`src/rtl/des_pkg.sv`:
```
// Shared types, shift schedule and PC-2 table for the DES key schedule.
// Bit numbering follows FIPS 46: table entries are 1-based, bit 1 is the MSB.
package des_pkg;

  typedef logic [27:0] cd_half_t;
  typedef logic [55:0] sub_key_t;
  typedef logic [47:0] round_key_t;

  localparam int DES_ROUNDS = 16;
  localparam int NUM_ROUNDS = DES_ROUNDS;
  localparam logic [3:0] LAST_IDX = 4'(NUM_ROUNDS - 1);

  localparam logic [1:0] DES_SHIFT [DES_ROUNDS] = '{
    2'd1, 2'd1, 2'd2, 2'd2, 2'd2, 2'd2, 2'd2, 2'd2,
    2'd1, 2'd2, 2'd2, 2'd2, 2'd2, 2'd2, 2'd2, 2'd1
  };

  localparam int PC2_TABLE [48] = '{
    14, 17, 11, 24,  1,  5,
     3, 28, 15,  6, 21, 10,
    23, 19, 12,  4, 26,  8,
    16,  7, 27, 20, 13,  2,
    41, 52, 31, 37, 47, 55,
    30, 40, 51, 45, 33, 48,
    44, 49, 39, 56, 34, 53,
    46, 42, 50, 36, 29, 32
  };

  // Shift amounts are only ever 1 or 2.
  function automatic cd_half_t rotl28(input cd_half_t x, input logic [1:0] n);
    return (n == 2'd2) ? {x[25:0], x[27:26]} : {x[26:0], x[27]};
  endfunction

  function automatic cd_half_t rotr28(input cd_half_t x, input logic [1:0] n);
    return (n == 2'd2) ? {x[1:0], x[27:2]} : {x[0], x[27:1]};
  endfunction

endpackage

```
`src/rtl/des_pc2.sv`:
```
// Combinational PC-2 selection: 56-bit CD register to 48-bit round key.
module des_pc2
  import des_pkg::*;
(
  input  logic [55:0] cd_i,
  output logic [47:0] key_o
);

  // Output bit n (1-based) takes CD bit PC2_TABLE[n-1], MSB-first numbering.
  for (genvar i = 0; i < 48; i++) begin : g_sel
    localparam int SRC = 56 - PC2_TABLE[i];
    assign key_o[47-i] = cd_i[SRC];
  end

endmodule

```
`src/rtl/des_key_schedule.sv`:
```
// DES round-key generator: one 48-bit key per cycle over a valid/ready stream,
// encrypt order K1..K16 or decrypt order K16..K1.
module des_key_schedule
  import des_pkg::*;
(
  input  logic        clk_in,
  input  logic        rst_in,
  input  logic [55:0] sub_key_in,
  input  logic        sub_key_in_valid,
  input  logic        sub_key_err_in,
  input  logic        decrypt_in,
  output logic        sub_key_ready_out,
  output logic [47:0] round_key_out,
  output logic        round_key_out_valid,
  input  logic        round_key_ready_in,
  output logic [3:0]  round_idx_out,
  output logic        round_key_last_out,
  output logic        key_err_out,
  output logic        done_out
);

  typedef enum logic {S_IDLE, S_ROUND} state_e;

  state_e     state_q, state_d;
  sub_key_t   cd_q, cd_d, cd_nxt;
  round_key_t key_q, key_d, key_nxt;
  logic [3:0] idx_q, idx_d;
  logic       dec_q, dec_d;
  logic       key_err_q, key_err_d;
  logic       done_q, done_d;
  logic [1:0] shamt;

  // CD value for the next emission; the key is precomputed from it so the
  // output is always a register.
  always_comb begin
    shamt  = DES_SHIFT[0];
    cd_nxt = sub_key_in;
    if (state_q == S_IDLE) begin
      if (!decrypt_in) begin
        cd_nxt = {rotl28(sub_key_in[55:28], shamt), rotl28(sub_key_in[27:0], shamt)};
      end
    end else if (dec_q) begin
      shamt  = DES_SHIFT[4'd15 - idx_q];
      cd_nxt = {rotr28(cd_q[55:28], shamt), rotr28(cd_q[27:0], shamt)};
    end else begin
      shamt  = DES_SHIFT[idx_q + 4'd1];
      cd_nxt = {rotl28(cd_q[55:28], shamt), rotl28(cd_q[27:0], shamt)};
    end
  end

  des_pc2 u_pc2 (
    .cd_i  (cd_nxt),
    .key_o (key_nxt)
  );

  always_comb begin
    state_d   = state_q;
    cd_d      = cd_q;
    key_d     = key_q;
    idx_d     = idx_q;
    dec_d     = dec_q;
    key_err_d = 1'b0;
    done_d    = 1'b0;
    case (state_q)
      S_IDLE: begin
        if (sub_key_in_valid) begin
          if (sub_key_err_in) begin
            key_err_d = 1'b1;
          end else begin
            state_d = S_ROUND;
            cd_d    = cd_nxt;
            key_d   = key_nxt;
            idx_d   = 4'd0;
            dec_d   = decrypt_in;
          end
        end
      end
      S_ROUND: begin
        if (round_key_ready_in) begin
          if (idx_q == LAST_IDX) begin
            state_d = S_IDLE;
            done_d  = 1'b1;
          end else begin
            cd_d  = cd_nxt;
            key_d = key_nxt;
            idx_d = idx_q + 4'd1;
          end
        end
      end
      default: state_d = S_IDLE;
    endcase
  end

  always_ff @(posedge clk_in) begin
    if (rst_in) begin
      state_q   <= S_IDLE;
      cd_q      <= '0;
      key_q     <= '0;
      idx_q     <= '0;
      dec_q     <= 1'b0;
      key_err_q <= 1'b0;
      done_q    <= 1'b0;
    end else begin
      state_q   <= state_d;
      cd_q      <= cd_d;
      key_q     <= key_d;
      idx_q     <= idx_d;
      dec_q     <= dec_d;
      key_err_q <= key_err_d;
      done_q    <= done_d;
    end
  end

  assign sub_key_ready_out   = (state_q == S_IDLE);
  assign round_key_out_valid = (state_q == S_ROUND);
  assign round_key_out       = key_q;
  assign round_idx_out       = idx_q;
  assign round_key_last_out  = round_key_out_valid && (idx_q == LAST_IDX);
  assign key_err_out         = key_err_q;
  assign done_out            = done_q;

endmodule

```
`config.mk`:
```
export PLATFORM = sky130hd
export DESIGN_NAME = des_key_schedule
export DESIGN_NICKNAME = d
export VERILOG_FILES = /design/src/rtl/des_pkg.sv /design/src/rtl/des_pc2.sv /design/src/rtl/des_key_schedule.sv
export SDC_FILE = /design/constraint.sdc
export NUM_CORES = 1
export LEC_CHECK = 0
export CORE_ASPECT_RATIO = 1.5
export CORE_MARGIN = 2
export CORE_UTILIZATION = 30
export CTS_CLUSTER_DIAMETER = 50
export CTS_CLUSTER_SIZE = 20
export DETAILED_ROUTE_END_ITERATION = 10
export GPL_ROUTABILITY_DRIVEN = 0
export MAX_ROUTING_LAYER = met4
export SYNTH_ARGS = -nofsm -noshare
export SYNTH_HDL_FRONTEND = slang
export SYNTH_SLANG_ARGS = --single-unit
```
`constraint.sdc`:
```
create_clock -name clk_in -period 5.8 [get_ports clk_in]
set_input_delay 0.87 -clock clk_in [delete_from_list [all_inputs] [get_ports clk_in]]
set_output_delay 0.87 -clock clk_in [all_outputs]
set_load 0.005 [all_outputs]
```
Word-level counts from Yosys, hierarchy flattened
Memory sizes are Yosys's and may differ from the RTL's.
Index checks and enable logic that the tools add are counted.
{"block": "totals", "reg_bits": 112, "rom_bits": 64, "input_bits": 62, "wordCells": 64, "memories": 2}
{"block": "classes", "addsub": 2, "magnitude_cmp": 2, "n_eq_ne": 7, "n_mux": 33, "bitwise": 6, "reduce_logical": 5}
{"memory": "(name not given)", "words": 16, "width": 2, "read_ports": 1, "rd_clocked_by_memory_dff": 0, "write_ports": 0, "line_no": "des_key_schedule.sv:46", "source": "shamt = DES_SHIFT[idx_q + 4'd1];"}
{"memory": "(name not given)", "words": 16, "width": 2, "read_ports": 1, "rd_clocked_by_memory_dff": 0, "write_ports": 0, "line_no": "des_key_schedule.sv:43", "source": "shamt = DES_SHIFT[4'd15 - idx_q];"}
{"operator": "two-way mux 56 bit", "n": 7}
{"operator": "two-way mux 48 bit", "n": 4}
{"operator": "two-way mux 28 bit", "n": 4}
{"operator": "case mux 56 bit (2 select lines)", "n": 1}
{"operator": "case mux 48 bit (2 select lines)", "n": 1}
{"operator": "two-way mux 4 bit", "n": 4}
{"operator": ">= comparator 5 bit, second input constant", "n": 2}
{"operator": "NOT 4 -> 5 bit", "n": 2}
{"operator": "two-way mux 2 bit", "n": 4}
{"operator": "inequality test 2 bit, second input constant", "n": 4}
{"operator": "case mux 4 bit (2 select lines)", "n": 1}
{"operator": "two-way mux 1 bit", "n": 6}
{"operator": "OR reduction 3 bit", "n": 2}
{"operator": "adder 4 x 1 -> 4 bit, second input constant", "n": 1}
{"operator": "== test 2 bit, second input constant", "n": 2}
{"operator": "== test 4 bit, second input constant", "n": 1}
{"operator": "NOT 1 bit", "n": 4}
{"operator": "AND reduction 4 bit", "n": 1}
{"operator": "subtractor 4 bit, first input constant", "n": 1}
{"operator": "AND reduction 3 bit", "n": 1}
{"operator": "case mux 1 bit (2 select lines)", "n": 1}
{"operator": "logical AND 1 bit", "n": 1}

Longest topological paths before layout
Gate-level depths: netlist of the first run.
{"block": "logic_depth", "ltp_word": 12, "depth_mapped": 9, "mapped_depth_nobuf": 7}

Hierarchy
Synthesis of the first run repeated with hierarchy kept, for this count alone.
{"block": "unflattened", "cells_unflattened": 1126, "area_unflattened_um2": 8101.5}
{"mod": "des_key_schedule", "n_inst": 1, "cells_each": 1078, "area_each_um2": 7741.2}
{"mod": "des_pc2", "n_inst": 1, "cells_each": 48, "area_each_um2": 360.3}

Worst setup path after synthesis of the first run
Ideal clock, no wire load.
{"block": "synth_path", "path_kind": "input port to flip-flop", "start": "input port decrypt_in", "end": "register cd_q[10]", "arrival_time_ns": 2.354, "required_ns": 5.675, "setup_slack_ns": 3.320, "path_stages": 6, "n_path_buf": 3, "path_cell_list": "clkbuf_1 buf_1 clkbuf_1 mux2_2 a22oi_1 o31ai_1"}
{"block": "synth_via", "elab_chain_len": 5}
{"element": "start: declaration", "line_no": "des_key_schedule.sv:11", "source": "input logic decrypt_in,"}
{"element": "two-way mux 56 bit *", "line_no": "des_key_schedule.sv:39", "source": "if (!decrypt_in) begin"}
{"element": "two-way mux 56 bit *", "line_no": "des_key_schedule.sv:38", "source": "if (state_q == S_IDLE) begin"}
{"element": "two-way mux 56 bit (on tied branches)", "line_no": "des_key_schedule.sv:80, des_key_schedule.sv:67"}
{"element": "two-way mux 56 bit (on tied branches)", "line_no": "des_key_schedule.sv:79, des_key_schedule.sv:66"}
{"element": "case mux 56 bit (2 select lines) *", "line_no": "des_key_schedule.sv:64", "source": "case (state_q)"}
{"element": "end signal: assignment", "line_no": "des_key_schedule.sv:97", "source": "cd_q <= '0;"}
{"element": "end signal: assignment", "line_no": "des_key_schedule.sv:105", "source": "cd_q <= cd_d;"}
{"element": "end: declaration", "line_no": "des_key_schedule.sv:25", "source": "sub_key_t cd_q, cd_d, cd_nxt;"}
Mark *: on every way between the ends. The rest lies on a longest branch, timed or not. The select of a mux whose other input is x is not followed.
A chain may end at the register's enable or synchronous reset.

Final worst setup path of the first run
{"block": "layout_path", "start": "register idx_q[1], in the netlist round_idx_out[1]", "end": "register cd_q[30]"}
{"block": "layout_via", "elab_chain_len": 12}
{"element": "start: declaration", "line_no": "des_key_schedule.sv:27", "source": "logic [3:0] idx_q, idx_d;"}
{"element": "start signal: assignment", "line_no": "des_key_schedule.sv:107", "source": "idx_q <= idx_d;"}
{"element": "adder 4 x 1 -> 4 bit / subtractor 4 bit (equally long branches)", "line_no": "des_key_schedule.sv:46, des_key_schedule.sv:43"}
{"element": "NOT 4 -> 5 bit (on tied branches)", "line_no": "des_key_schedule.sv:46, des_key_schedule.sv:43"}
{"element": "memory read (16 x 2 bit) (on tied branches)"}
{"element": "two-way mux 2 bit (on tied branches) (2 in a row)", "line_no": "des_key_schedule.sv:46, des_key_schedule.sv:43"}
{"element": "== test 2 bit (on tied branches)", "line_no": "des_pkg.sv:31, des_pkg.sv:35"}
{"element": "two-way mux 28 bit (on tied branches)", "line_no": "des_pkg.sv:31, des_pkg.sv:35"}
{"element": "two-way mux 56 bit", "line_no": "des_key_schedule.sv:42", "source": "end else if (dec_q) begin"}
{"element": "two-way mux 56 bit", "line_no": "des_key_schedule.sv:38"}
{"element": "two-way mux 56 bit (on tied branches)", "line_no": "des_key_schedule.sv:80, des_key_schedule.sv:67"}
{"element": "two-way mux 56 bit (on tied branches)", "line_no": "des_key_schedule.sv:79, des_key_schedule.sv:66"}
{"element": "case mux 56 bit (2 select lines)", "line_no": "des_key_schedule.sv:64"}
Several ways; a longest one is shown, not always the timed one. The select of a mux whose other input is x is not followed.

==> impl_results.html, run 1 <==
<table>
<tr><th>Metric</th><th>Value</th></tr>
<tr><th colspan="2">Synthesis</th></tr>
<tr><td>Synth unique cells</td><td>48</td></tr>
<tr><td>Main combinational cell family by area after synthesis</td><td>compound AO/OA/AOI/OAI gates</td></tr>
<tr><td>Parity-gate share of the synthesized area counting xor and xnor cells</td><td>0</td></tr>
<tr><td>Number of enable flip-flop cells after synthesis</td><td>0</td></tr>
<tr><td>Synthesized cell area</td><td>0.00565 mm²</td></tr>
<tr><td>Multiplexer share of the synthesized area</td><td>0.117</td></tr>
<tr><td>Post-synthesis sequential element count</td><td>64</td></tr>
<tr><td>Complex-gate fraction of the synthesized area</td><td>0.345</td></tr>
<tr><td>Simple-gate portion of the synthesized area</td><td>0.173</td></tr>
<tr><td>Sequential element share of the synthesized area</td><td>0.227</td></tr>
<tr><td>Synthesis Warnings</td><td>0</td></tr>
<tr><td>Main synth FF type</td><td>dfxtp_1</td></tr>
<tr><td>Post-Synthesis Cells</td><td>708</td></tr>
<tr><td>FFs w/ async S/R, synth</td><td>0</td></tr>
<tr><td>Arithmetic-cell share of the synthesized area counting full adders, half adders and majority gates</td><td>0.0133</td></tr>
<tr><td>Post-Syn Nets</td><td>776</td></tr>
<tr><td>Mapped Avg Cell Area</td><td>7.98 µm²</td></tr>
<tr><th colspan="2">Global route</th></tr>
<tr><td>Antenna violations before repair</td><td>0</td></tr>
<tr><td>First-pass GRT wire length</td><td>29.9 mm</td></tr>
<tr><td>Vias in the first global route</td><td>5492</td></tr>
<tr><td>Largest net degree at the start of global routing</td><td>99</td></tr>
<tr><td>Global route overflow</td><td>0</td></tr>
<tr><td>Aggregate global-route resource usage</td><td>0.192</td></tr>
<tr><th colspan="2">Setup path</th></tr>
<tr><td>Worst flop-to-flop path startpoint</td><td>round_idx_out[1]</td></tr>
<tr><td>Launch point of the worst path</td><td>round_idx_out[1]</td></tr>
<tr><td>Depth of the most critical reg-to-reg path</td><td>7</td></tr>
<tr><td>Sort of element at the start of the critical path</td><td>flip-flop</td></tr>
<tr><td>Data required time of the worst path</td><td>6.07 ns</td></tr>
<tr><td>Setup Crit Path Kind</td><td>reg2reg</td></tr>
<tr><td>CP arrival</td><td>3.53 ns</td></tr>
<tr><td>Maximum fanout encountered on the critical timing path</td><td>39</td></tr>
<tr><td>Element type at the critical path end</td><td>flip-flop</td></tr>
<tr><th colspan="2">Clock network</th></tr>
<tr><td>CTS max path bufs</td><td>2</td></tr>
<tr><td>CTS tree</td><td>yes</td></tr>
<tr><td>Clock Latency Late Sink</td><td>0.33 ns</td></tr>
<tr><td>Number of buffers added by the clock tree synthesis step</td><td>9</td></tr>
<tr><td>Max H-tree Level</td><td>3</td></tr>
<tr><td>Number of hold buffers added after CTS</td><td>0</td></tr>
<tr><td>Clock root buffer</td><td>clkbuf_16</td></tr>
<tr><td>Post-CTS setup-driven buffer insertion count</td><td>0</td></tr>
<tr><td>Number of resized instances in the post-cts repair step</td><td>0</td></tr>
<tr><td>TritonCTS sink count</td><td>64</td></tr>
<tr><td>Clk slew on worst S/H paths</td><td>0.06 ns</td></tr>
<tr><th colspan="2">Pwr</th></tr>
<tr><td>Areal power density over the cells</td><td>190 mW/mm²</td></tr>
<tr><td>Worst supply voltage drop on vdd</td><td>124 µV</td></tr>
<tr><td>Leakage power</td><td>2.24 nW</td></tr>
<tr><th colspan="2">Timing</th></tr>
<tr><td>Transition time of the tightest slew-check pin</td><td>1.10 ns</td></tr>
<tr><td>Final critical path time including I/O delays and setup</td><td>3.26 ns</td></tr>
<tr><td>Final slew viol count</td><td>0</td></tr>
<tr><td>Fin. Hold Viols</td><td>0</td></tr>
<tr><td>Tightest slew margin relative to the limit</td><td>0.266</td></tr>
<tr><td>Highest clock frequency the design can meet</td><td>307 MHz</td></tr>
<tr><td>RSZ-0062 raised after global routing</td><td>no</td></tr>
<tr><td>Final worst path period share</td><td>0.562</td></tr>
<tr><td>Setup Viol. Count Final</td><td>0</td></tr>
<tr><td>Setup TNS after final layout</td><td>0 ns</td></tr>
<tr><td>Final clock skew</td><td>0.00700 ns</td></tr>
<tr><th colspan="2">Die</th></tr>
<tr><td>Die extent in x</td><td>116 µm</td></tr>
<tr><td>Die Y-Extent</td><td>172 µm</td></tr>
<tr><td>Row cnt</td><td>61</td></tr>
<tr><td>Die area</td><td>0.0200 mm²</td></tr>
<tr><td>Initial core utilization</td><td>0.306</td></tr>
<tr><td>Core ar.</td><td>0.0185 mm²</td></tr>
<tr><td>Count of boundary I/O pins</td><td>119</td></tr>
<tr><th colspan="2">Cells and area</th></tr>
<tr><td>Layout Area Growth over Synthesis</td><td>21.1%</td></tr>
<tr><td>Net count of the finished layout</td><td>793</td></tr>
<tr><td>Diode count</td><td>0</td></tr>
<tr><td>Most frequent standard cell in the layout excluding fill and tap cells</td><td>clkdlybuf4s50_1</td></tr>
<tr><td>Number of inserted filler cells in the final layout</td><td>1985</td></tr>
<tr><td>Fraction of final layout cells with drive strength greater than 1</td><td>0.117</td></tr>
<tr><td>Top library cells by usage in the layout, fill and taps aside</td><td>clkdlybuf4s50_1 (117), nor3_1 (76), dfxtp_1 (63)</td></tr>
<tr><td>Cell Count, Final, Fillers Out</td><td>981</td></tr>
<tr><th colspan="2">Route</th></tr>
<tr><td>Routed wirelength normalized by instance count</td><td>19.3 µm</td></tr>
<tr><td>Sum of routed wire length over all layers</td><td>19.0 mm</td></tr>
<tr><td>Via count normalized by instance count</td><td>6.01</td></tr>
<tr><td>Violation count after the first detailed-routing iteration</td><td>379</td></tr>
<tr><td>Number of DRC violations after detailed routing</td><td>0</td></tr>
<tr><td>Count of vias placed by the detailed router</td><td>5894</td></tr>
<tr><td>Final ANT Viol Nets</td><td>0</td></tr>
<tr><td>Drt first pass iters</td><td>5</td></tr>
<tr><th colspan="2">Hold path</th></tr>
<tr><td>Hold-critical path depth</td><td>1</td></tr>
<tr><td>HP Start</td><td>cd_q[31]</td></tr>
<tr><td>Worst hold path class</td><td>reg2reg</td></tr>
<tr><th colspan="2">Run</th></tr>
<tr><td>Max Cap Violations</td><td>0</td></tr>
<tr><th colspan="2">Placement</th></tr>
<tr><td>Cell total after placement</td><td>966</td></tr>
<tr><td>Count of input and output buffers</td><td>118</td></tr>
<tr><td>Final HPWL DP</td><td>12.1 mm</td></tr>
<tr><th colspan="2">Run status</th></tr>
<tr><td>Outcome</td><td>finished, final reports clean</td></tr>
</table>
[critical path: stages (launching register included)]
cell	delay, ns
dfxtp_1	0.52
ha_1	0.41
nor4b_1	0.11
or3_4	0.42
o32a_1	0.36
buf_4	0.28
nor2_1	0.82
a221o_1	0.28
[synthesized netlist by cell type (all sizes together), types with 14 or more instances]
| library cell | n | area share |
|---|---|---|
| a221o | 15 | 0.027 |
| clkbuf | 55 | 0.037 |
| o22ai | 34 | 0.038 |
| buf | 70 | 0.085 |
| nor2 | 30 | 0.020 |
| nand2 | 26 | 0.017 |
| o31ai | 34 | 0.045 |
| nor3 | 80 | 0.073 |
| a22oi | 36 | 0.048 |
| mux2i | 21 | 0.037 |
| mux2 | 40 | 0.080 |
| a21oi | 19 | 0.017 |
| dfxtp | 64 | 0.23 |
| nand3 | 24 | 0.021 |
| a21o | 27 | 0.036 |
| a31oi | 14 | 0.016 |
| o221ai | 41 | 0.064 |
[where the power goes]
part	internal [mW]	switching [mW]
registers	0.464	0.0574
clock network	0.285	0.205
logic	0.153	0.137
[through the flow]
| step | worst slack (ns) | hold WS (ns) | cell area, µm² | utilization | total power [mW] |
|---|---|---|---|---|---|
| final | 2.54 | 0.589 | 6840 | 0.370 | 1.30 |
| after global routing | 2.28 | 0.614 | 6840 | 0.370 | 1.36 |
| after CTS | 2.58 | 0.592 | 6840 | 0.370 | 1.31 |
| after detailed placement | 2.34 | 0.576 | 6590 | 0.357 | 0.820 |
| after global placement | 2.41 | 0.567 | 6590 | 0.357 | 0.819 |
| after floorplan | 3.32 | 0.520 | 5650 | - | 0.702 |
[path summary, 6_finish.rpt]
| path | endpoint | slack (ns) |
|---|---|---|
| worst max-delay path | cd_q[30] | 2.54 |
| worst min-delay path | cd_q[33] | 0.59 |
| worst max register to register | cd_q[30] | 2.54 |
| worst min register to register | cd_q[33] | 0.59 |
[flip-flops by register name, summed over array words and instances, names as in the netlist]
signal               cells
done_out                 1
key_err_out              1
round_idx_out            4
cd_q                    55
dec_q                    1
round_key_out            1
round_key_out_valid      1
[layer usage]
layer | vias to the layer above | part of all wire | global-route usage
met5 | - | 0 | -
met4 | 0 | 0.013 | 0.0585
met3 | 18 | 0.059 | 0.0231
met2 | 235 | 0.49 | 0.303
met1 | 2843 | 0.44 | 0.257
li1 | 2798 | - | -
[cell type report]
cell class,count,area [µm²],share of cell area
clock buffers,11,233,0.0340
clock inverters,4,22.5,0.00329
inverters,4,15.0,0.00219
multi-input cells,515,3700,0.540
flip-flops and latches,64,1280,0.188
well taps,252,315,0.0461
repair buffers,131,1270,0.186
[cells by family after synthesis]
group | after synthesis
buf+inv | 129
mux | 61
fa+ha+maj | 6
flops | 64
simple gates | 193
compound gates | 255
No activity file was read; power rests on OpenSTA's default activity.
==> inputs of run 2 (changes only) <==
==> constraint.sdc (replaced) <==
create_clock -name clk_in -period 3.05 [get_ports clk_in]
set_input_delay 0.4575 -clock clk_in [delete_from_list [all_inputs] [get_ports clk_in]]
set_output_delay 0.4575 -clock clk_in [all_outputs]
set_load 0.005 [all_outputs]
==> run 2 against run 1 <==
Net effect:
- register-to-register slack worse by 2.2 ns
- die area stayed put
- total power is 110% higher
- count of clock-buffer cells in the layout is 2 lower
- setup slack worse by 2.2 ns
- hold slack better by 0.0013 ns
- sequential cell count stayed put
- non-clock buffer count is 17 higher
==> impl_results.html, run 2 (synthesized netlist as in run 1, its figures left out) <==
<table>
<tr><th>Metric</th><th>Value</th></tr>
<tr><th colspan="2">Clock network</th></tr>
<tr><td>CTS tree</td><td>yes</td></tr>
<tr><td>Number of buffers added by the clock tree synthesis step</td><td>9</td></tr>
<tr><td>Number of hold buffers added after CTS</td><td>0</td></tr>
<tr><td>Clock Latency Late Sink</td><td>0.34 ns</td></tr>
<tr><td>Max H-tree Level</td><td>3</td></tr>
<tr><td>Clock root buffer</td><td>clkbuf_16</td></tr>
<tr><td>CTS max path bufs</td><td>2</td></tr>
<tr><td>TritonCTS sink count</td><td>64</td></tr>
<tr><td>Number of resized instances in the post-cts repair step</td><td>0</td></tr>
<tr><td>Post-CTS setup-driven buffer insertion count</td><td>0</td></tr>
<tr><td>Clk slew on worst S/H paths</td><td>0.06 ns</td></tr>
<tr><th colspan="2">Timing</th></tr>
<tr><td>Setup Viol. Count Final</td><td>0</td></tr>
<tr><td>Final slew viol count</td><td>0</td></tr>
<tr><td>Final clock skew</td><td>0.0115 ns</td></tr>
<tr><td>RSZ-0062 raised after global routing</td><td>no</td></tr>
<tr><td>Tightest slew margin relative to the limit</td><td>0.324</td></tr>
<tr><td>Smallest hold slack</td><td>0.591 ns</td></tr>
<tr><td>Fin. Hold Viols</td><td>0</td></tr>
<tr><td>Highest clock frequency the design can meet</td><td>374 MHz</td></tr>
<tr><td>Setup TNS after final layout</td><td>0 ns</td></tr>
<tr><td>Final critical path time including I/O delays and setup</td><td>2.67 ns</td></tr>
<tr><td>Transition time of the tightest slew-check pin</td><td>1.01 ns</td></tr>
<tr><td>Final worst path period share</td><td>0.877</td></tr>
<tr><th colspan="2">Die</th></tr>
<tr><td>Row cnt</td><td>61</td></tr>
<tr><td>Core ar.</td><td>0.0185 mm²</td></tr>
<tr><td>Die area</td><td>0.0200 mm²</td></tr>
<tr><td>Count of boundary I/O pins</td><td>119</td></tr>
<tr><td>Die extent in x</td><td>116 µm</td></tr>
<tr><td>Die Y-Extent</td><td>172 µm</td></tr>
<tr><td>Initial core utilization</td><td>0.306</td></tr>
<tr><th colspan="2">Placement</th></tr>
<tr><td>Final HPWL DP</td><td>12.6 mm</td></tr>
<tr><td>Placed Instance Area</td><td>0.00679 mm²</td></tr>
<tr><td>Count of input and output buffers</td><td>118</td></tr>
<tr><th colspan="2">Route</th></tr>
<tr><td>Drt first pass iters</td><td>5</td></tr>
<tr><td>Final ANT Viol Nets</td><td>0</td></tr>
<tr><td>Violation count after the first detailed-routing iteration</td><td>462</td></tr>
<tr><td>Count of vias placed by the detailed router</td><td>5906</td></tr>
<tr><td>Routed wirelength normalized by instance count</td><td>19.0 µm</td></tr>
<tr><td>Number of DRC violations after detailed routing</td><td>0</td></tr>
<tr><td>Sum of routed wire length over all layers</td><td>19.0 mm</td></tr>
<tr><td>Via count normalized by instance count</td><td>5.91</td></tr>
<tr><th colspan="2">Pwr</th></tr>
<tr><td>Worst supply voltage drop on vdd</td><td>235 µV</td></tr>
<tr><td>Leakage power</td><td>2.38 nW</td></tr>
<tr><td>PnR Total Power</td><td>2.69 mW</td></tr>
<tr><td>Areal power density over the cells</td><td>379 mW/mm²</td></tr>
<tr><th colspan="2">Cells and area</th></tr>
<tr><td>Storage cell area</td><td>0.00128 mm²</td></tr>
<tr><td>Top library cells by usage in the layout, fill and taps aside</td><td>clkdlybuf4s50_1 (117), nor3_1 (76), dfxtp_1 (63)</td></tr>
<tr><td>Net count of the finished layout</td><td>810</td></tr>
<tr><td>Layout Area Growth over Synthesis</td><td>25.8%</td></tr>
<tr><td>Largest register FFs</td><td>55</td></tr>
<tr><td>Most frequent standard cell in the layout excluding fill and tap cells</td><td>clkdlybuf4s50_1</td></tr>
<tr><td>Diode count</td><td>0</td></tr>
<tr><td>Fraction of final layout cells with drive strength greater than 1</td><td>0.141</td></tr>
<tr><td>Post-route design area</td><td>0.00711 mm²</td></tr>
<tr><td>Number of inserted filler cells in the final layout</td><td>1944</td></tr>
<tr><td>Register bank with the most flops</td><td>cd_q</td></tr>
<tr><td>Multi-input combinational cell area</td><td>0.00370 mm²</td></tr>
<tr><th colspan="2">Setup path</th></tr>
<tr><td>Maximum fanout encountered on the critical timing path</td><td>13</td></tr>
<tr><td>Crit-path leading delay family</td><td>simple AND/OR/NAND/NOR gates</td></tr>
<tr><td>Launch point of the worst path</td><td>round_idx_out[0]</td></tr>
<tr><td>CP max stage delay</td><td>0.78 ns</td></tr>
<tr><td>R2R Path End</td><td>cd_q[28]</td></tr>
<tr><td>Crit path to</td><td>cd_q[28]</td></tr>
<tr><td>Depth of the most critical reg-to-reg path</td><td>6</td></tr>
<tr><td>Element type at the critical path end</td><td>flip-flop</td></tr>
<tr><td>Total buffers and inverters traversed by the critical path</td><td>0</td></tr>
<tr><td>Slack of the worst reg-to-reg path</td><td>0.38 ns</td></tr>
<tr><td>Worst flop-to-flop path startpoint</td><td>round_idx_out[0]</td></tr>
<tr><td>Setup Crit Path Kind</td><td>reg2reg</td></tr>
<tr><td>CP arrival</td><td>2.95 ns</td></tr>
<tr><td>Cell with the biggest individual delay on the critical path</td><td>nor2_1</td></tr>
<tr><td>Sort of element at the start of the critical path</td><td>flip-flop</td></tr>
<tr><td>Path length in cells of the critical path</td><td>6</td></tr>
<tr><td>Critical-path cell list</td><td>ha_1, nor4b_1, or3_4, o32a_1, nor2_1, a221o_1</td></tr>
<tr><td>Data required time of the worst path</td><td>3.32 ns</td></tr>
<tr><th colspan="2">Global route</th></tr>
<tr><td>Grt met2 use</td><td>0.325</td></tr>
<tr><td>First-pass GRT wire length</td><td>30.0 mm</td></tr>
<tr><td>Largest net degree at the start of global routing</td><td>79</td></tr>
<tr><td>Met1 routing resource usage after global routing</td><td>0.235</td></tr>
<tr><td>Antenna violations before repair</td><td>0</td></tr>
<tr><td>Met3 track utilization from global routing</td><td>0.0270</td></tr>
<tr><td>Aggregate global-route resource usage</td><td>0.191</td></tr>
<tr><td>Global route hottest layer</td><td>met2</td></tr>
<tr><td>Global route overflow</td><td>0</td></tr>
<tr><td>Vias in the first global route</td><td>5702</td></tr>
<tr><th colspan="2">Run</th></tr>
<tr><td>Max Cap Violations</td><td>0</td></tr>
<tr><th colspan="2">Hold path</th></tr>
<tr><td>Hold-critical path depth</td><td>1</td></tr>
<tr><td>Worst hold path class</td><td>reg2reg</td></tr>
<tr><th colspan="2">Run status</th></tr>
<tr><td>Outcome</td><td>finished, final reports clean</td></tr>
</table>
==> run 2: metrics by stage <==
step	setup slack, ns	util	instances
after floorplan	0.688	-	708
after detailed placement	0.425	0.367	983
after global routing	0.218	0.385	999
after CTS	0.418	0.385	999
final	0.375	0.385	999
after global placement	0.480	0.367	983
==> run 2: power by group <==
part	switching, mW	leakage [nW]	total [mW]	internal [mW]
Combinational	0.263	1.70	0.574	0.311
Clock	0.413	0.159	1.13	0.717
Sequential	0.108	0.522	0.991	0.883
Total	0.783	2.38	2.69	1.91
==> run 2: worst min-delay path by stage <==
stage | startpoint | to | slack [ns]
after floorplan | cd_q[31] | cd_q[33] | 0.52
after global placement | cd_q[31] | cd_q[33] | 0.55
after detailed placement | cd_q[31] | cd_q[33] | 0.57
after CTS | cd_q[31] | cd_q[33] | 0.58
after global routing | cd_q[31] | cd_q[33] | 0.63
final | cd_q[31] | cd_q[33] | 0.59
==> run 2: final cells by class <==
type / count / share of cell area
clock inverter: 7 / 0.0136
multi-input combinational: 515 / 0.520
clock buffer: 9 / 0.0317
sequential: 64 / 0.181
inverter: 4 / 0.00211
timing repair buffer: 148 / 0.208
tap: 252 / 0.0444
==> run 2: per-layer routing <==
layer / part of all wire / wire [µm]
met5: 0 / 0
met3: 0.057 / 1080
met4: 0.015 / 292
met1: 0.42 / 8010
met2: 0.51 / 9610
==> inputs of run 3 (changes only) <==
--- a/config.mk
+++ b/config.mk
@@ -6,12 +6,14 @@
 export NUM_CORES = 1
 export LEC_CHECK = 0
 export CORE_ASPECT_RATIO = 1.5
-export CORE_MARGIN = 2
+export CORE_MARGIN = 10
 export CORE_UTILIZATION = 30
 export CTS_CLUSTER_DIAMETER = 50
 export CTS_CLUSTER_SIZE = 20
 export DETAILED_ROUTE_END_ITERATION = 10
+export DONT_BUFFER_PORTS = 1
 export GPL_ROUTABILITY_DRIVEN = 0
+export GPL_TIMING_DRIVEN = 0
 export MAX_ROUTING_LAYER = met4
 export SYNTH_ARGS = -nofsm -noshare
 export SYNTH_HDL_FRONTEND = slang
==> run 3 against run 2 <==
Net effect:
- final cell count decreased by 2.2%
- die area increased by 24%
- critical endpoint is now cd_q[1]
- total power decreased by 8.8%
- via count increased by 1.4%
==> impl_results.html, run 3 (synthesized netlist as in run 1, its figures left out) <==
<table>
<tr><th>Metric</th><th>Value</th></tr>
<tr><th colspan="2">Run status</th></tr>
<tr><td>Outcome</td><td>finished, final reports clean</td></tr>
<tr><th colspan="2">Clock network</th></tr>
<tr><td>Clock root buffer</td><td>clkbuf_16</td></tr>
<tr><td>CTS max path bufs</td><td>2</td></tr>
<tr><td>Clk slew on worst S/H paths</td><td>0.06 ns</td></tr>
<tr><td>CTS tree</td><td>yes</td></tr>
<tr><td>TritonCTS sink count</td><td>64</td></tr>
<tr><td>Number of buffers added by the clock tree synthesis step</td><td>9</td></tr>
<tr><td>Clock Latency Late Sink</td><td>0.35 ns</td></tr>
<tr><td>Max H-tree Level</td><td>3</td></tr>
<tr><th colspan="2">Global route</th></tr>
<tr><td>Antenna violations before repair</td><td>1</td></tr>
<tr><td>Global route overflow</td><td>0</td></tr>
<tr><td>Largest net degree at the start of global routing</td><td>13</td></tr>
<tr><td>First-pass GRT wire length</td><td>34.6 mm</td></tr>
<tr><td>Aggregate global-route resource usage</td><td>0.177</td></tr>
<tr><td>Vias in the first global route</td><td>5923</td></tr>
<tr><th colspan="2">Cells and area</th></tr>
<tr><td>Post-route design area</td><td>0.00625 mm²</td></tr>
<tr><td>Register bank with the most flops</td><td>cd_q</td></tr>
<tr><td>Number of inserted filler cells in the final layout</td><td>2011</td></tr>
<tr><td>Cell Count, Final, Fillers Out</td><td>977</td></tr>
<tr><td>Net count of the finished layout</td><td>787</td></tr>
<tr><td>Layout Area Growth over Synthesis</td><td>10.7%</td></tr>
<tr><td>Storage cell area</td><td>0.00128 mm²</td></tr>
<tr><td>Utilization after layout</td><td>0.337</td></tr>
<tr><td>Top library cells by usage in the layout, fill and taps aside</td><td>nor3_1 (77), dfxtp_1 (64), clkbuf_1 (52)</td></tr>
<tr><td>Fraction of final layout cells with drive strength greater than 1</td><td>0.192</td></tr>
<tr><td>Largest register FFs</td><td>55</td></tr>
<tr><td>Multi-input combinational cell area</td><td>0.00367 mm²</td></tr>
<tr><td>Most frequent standard cell in the layout excluding fill and tap cells</td><td>nor3_1</td></tr>
<tr><th colspan="2">Setup path</th></tr>
<tr><td>CP arrival</td><td>3.13 ns</td></tr>
<tr><td>Data required time of the worst path</td><td>3.31 ns</td></tr>
<tr><td>Maximum fanout encountered on the critical timing path</td><td>11</td></tr>
<tr><td>Cell with the biggest individual delay on the critical path</td><td>dfxtp_1</td></tr>
<tr><td>R2R Path End</td><td>cd_q[1]</td></tr>
<tr><td>Critical-path cell list</td><td>ha_1, buf_6, and3_1, nor2_1, nor3_2, buf_2, clkbuf_1, a22oi_1, o31ai_1</td></tr>
<tr><td>Element type at the critical path end</td><td>flip-flop</td></tr>
<tr><td>Slack of the worst reg-to-reg path</td><td>0.18 ns</td></tr>
<tr><td>Sort of element at the start of the critical path</td><td>flip-flop</td></tr>
<tr><td>Depth of the most critical reg-to-reg path</td><td>9</td></tr>
<tr><td>Setup Crit Path Kind</td><td>reg2reg</td></tr>
<tr><td>Worst flop-to-flop path startpoint</td><td>round_idx_out[1]</td></tr>
<tr><td>CP max stage delay</td><td>0.56 ns</td></tr>
<tr><th colspan="2">Placement</th></tr>
<tr><td>Placed Instance Area</td><td>0.00596 mm²</td></tr>
<tr><td>Count of input and output buffers</td><td>0</td></tr>
<tr><td>Final HPWL DP</td><td>16.9 mm</td></tr>
<tr><td>Cell total after placement</td><td>960</td></tr>
<tr><td>Post-Place Worst Slack</td><td>-0.00622 ns</td></tr>
<tr><th colspan="2">Hold path</th></tr>
<tr><td>Hold-critical path depth</td><td>2</td></tr>
<tr><td>HP Start</td><td>sub_key_err_in</td></tr>
<tr><td>Worst hold path class</td><td>in2reg</td></tr>
<tr><td>Worst-case hold path end point</td><td>key_err_out</td></tr>
<tr><th colspan="2">Run</th></tr>
<tr><td>Max Cap Violations</td><td>0</td></tr>
<tr><th colspan="2">Route</th></tr>
<tr><td>Sum of routed wire length over all layers</td><td>22.6 mm</td></tr>
<tr><td>Violation count after the first detailed-routing iteration</td><td>672</td></tr>
<tr><td>Via count normalized by instance count</td><td>6.13</td></tr>
<tr><td>Drt first pass iters</td><td>6</td></tr>
<tr><td>Routed wirelength normalized by instance count</td><td>23.1 µm</td></tr>
<tr><td>Final ANT Viol Nets</td><td>0</td></tr>
<tr><td>Count of vias placed by the detailed router</td><td>5991</td></tr>
<tr><td>Number of DRC violations after detailed routing</td><td>0</td></tr>
<tr><th colspan="2">Pwr</th></tr>
<tr><td>Areal power density over the cells</td><td>393 mW/mm²</td></tr>
<tr><td>PnR Total Power</td><td>2.46 mW</td></tr>
<tr><td>Worst supply voltage drop on vdd</td><td>242 µV</td></tr>
<tr><td>Leakage power</td><td>2.17 nW</td></tr>
<tr><th colspan="2">Timing</th></tr>
<tr><td>Slack of the critical path</td><td>0.177 ns</td></tr>
<tr><td>Transition time of the tightest slew-check pin</td><td>0.850 ns</td></tr>
<tr><td>Final slew viol count</td><td>0</td></tr>
<tr><td>Smallest hold slack</td><td>0.230 ns</td></tr>
<tr><td>Fin. Hold Viols</td><td>0</td></tr>
<tr><td>Final clock skew</td><td>0.00844 ns</td></tr>
<tr><td>Final critical path time including I/O delays and setup</td><td>2.87 ns</td></tr>
<tr><td>Final worst path period share</td><td>0.942</td></tr>
<tr><td>Tightest slew margin relative to the limit</td><td>0.432</td></tr>
<tr><td>RSZ-0062 raised after global routing</td><td>yes</td></tr>
<tr><td>Setup Viol. Count Final</td><td>0</td></tr>
<tr><td>Highest clock frequency the design can meet</td><td>348 MHz</td></tr>
<tr><td>Setup TNS after final layout</td><td>0 ns</td></tr>
<tr><th colspan="2">Die</th></tr>
<tr><td>Die area</td><td>0.0248 mm²</td></tr>
<tr><td>Row cnt</td><td>61</td></tr>
<tr><td>Initial core utilization</td><td>0.305</td></tr>
<tr><td>Core ar.</td><td>0.0185 mm²</td></tr>
<tr><td>Die Y-Extent</td><td>188 µm</td></tr>
<tr><td>Count of boundary I/O pins</td><td>119</td></tr>
<tr><td>Die extent in x</td><td>132 µm</td></tr>
</table>
run 3: cell types whose count changed in the layout (fill, tap and decap cells not counted), sizes merged, moves of 2 or more:
cell	change
clkdlybuf4s50	-117
clkbuf	+55
buf	+39
bufinv	-2
clkinvlp	+2
run 3: final cells by class:
cell class / count / area share
multi-input combinational: 515 / 0.588
tap: 252 / 0.0504
inverter: 4 / 0.00240
buffer: 125 / 0.111
antenna: 1 / 0.000400
clock inverter: 7 / 0.00760
clock buffer: 9 / 0.0360
sequential: 64 / 0.205
run 3: worst max path at each step:
| stage | start | end | slack (ns) | depth (start not counted) |
|---|---|---|---|---|
| after floorplan | round_idx_out[1] | cd_q[20] | 0.69 | 8 |
| after global placement | round_idx_out[1] | cd_q[17] | 0.005 | 9 |
| after detailed placement | round_idx_out[1] | cd_q[16] | -0.006 | 9 |
| after CTS | round_idx_out[1] | cd_q[1] | 0.05 | 9 |
| after global routing | round_idx_out[1] | cd_q[2] | -0.01 | 9 |
| final | round_idx_out[1] | cd_q[1] | 0.18 | 9 |
run 3: worst max-delay path, delay by kind of cell, from the launching register on:
kind,cells,cell delay [ns]
compound gates,2,0.30
fa+ha+maj,1,0.24
buf+inv,3,0.88
flops,1,0.56
simple gates,3,0.81
run 3: metal layers:
layer	up-vias	global-route usage	share of wire
li1	2781	-	-
met1	2858	0.189	0.38
met2	307	0.303	0.50
met3	45	0.0455	0.089
met4	0	0.0721	0.029
met5	-	-	0
run 3: repair_timing:
| action | in CTS | in global routing |
|---|---|---|
| gates cloned | 0 | 0 |
| hold buffers | 0 | 0 |
| setup endpoints to repair | 6 | 31 |
| setup buffers | 0 | 0 |
| gates resized for setup | 1 | 6 |
run 3: report_power, final:
part           switching (mW)  total (mW)  leakage [nW]  internal, mW
combinational           0.269       0.483          1.51         0.214
clock                   0.435       0.985         0.132         0.550
sequential              0.104       0.987         0.522         0.883
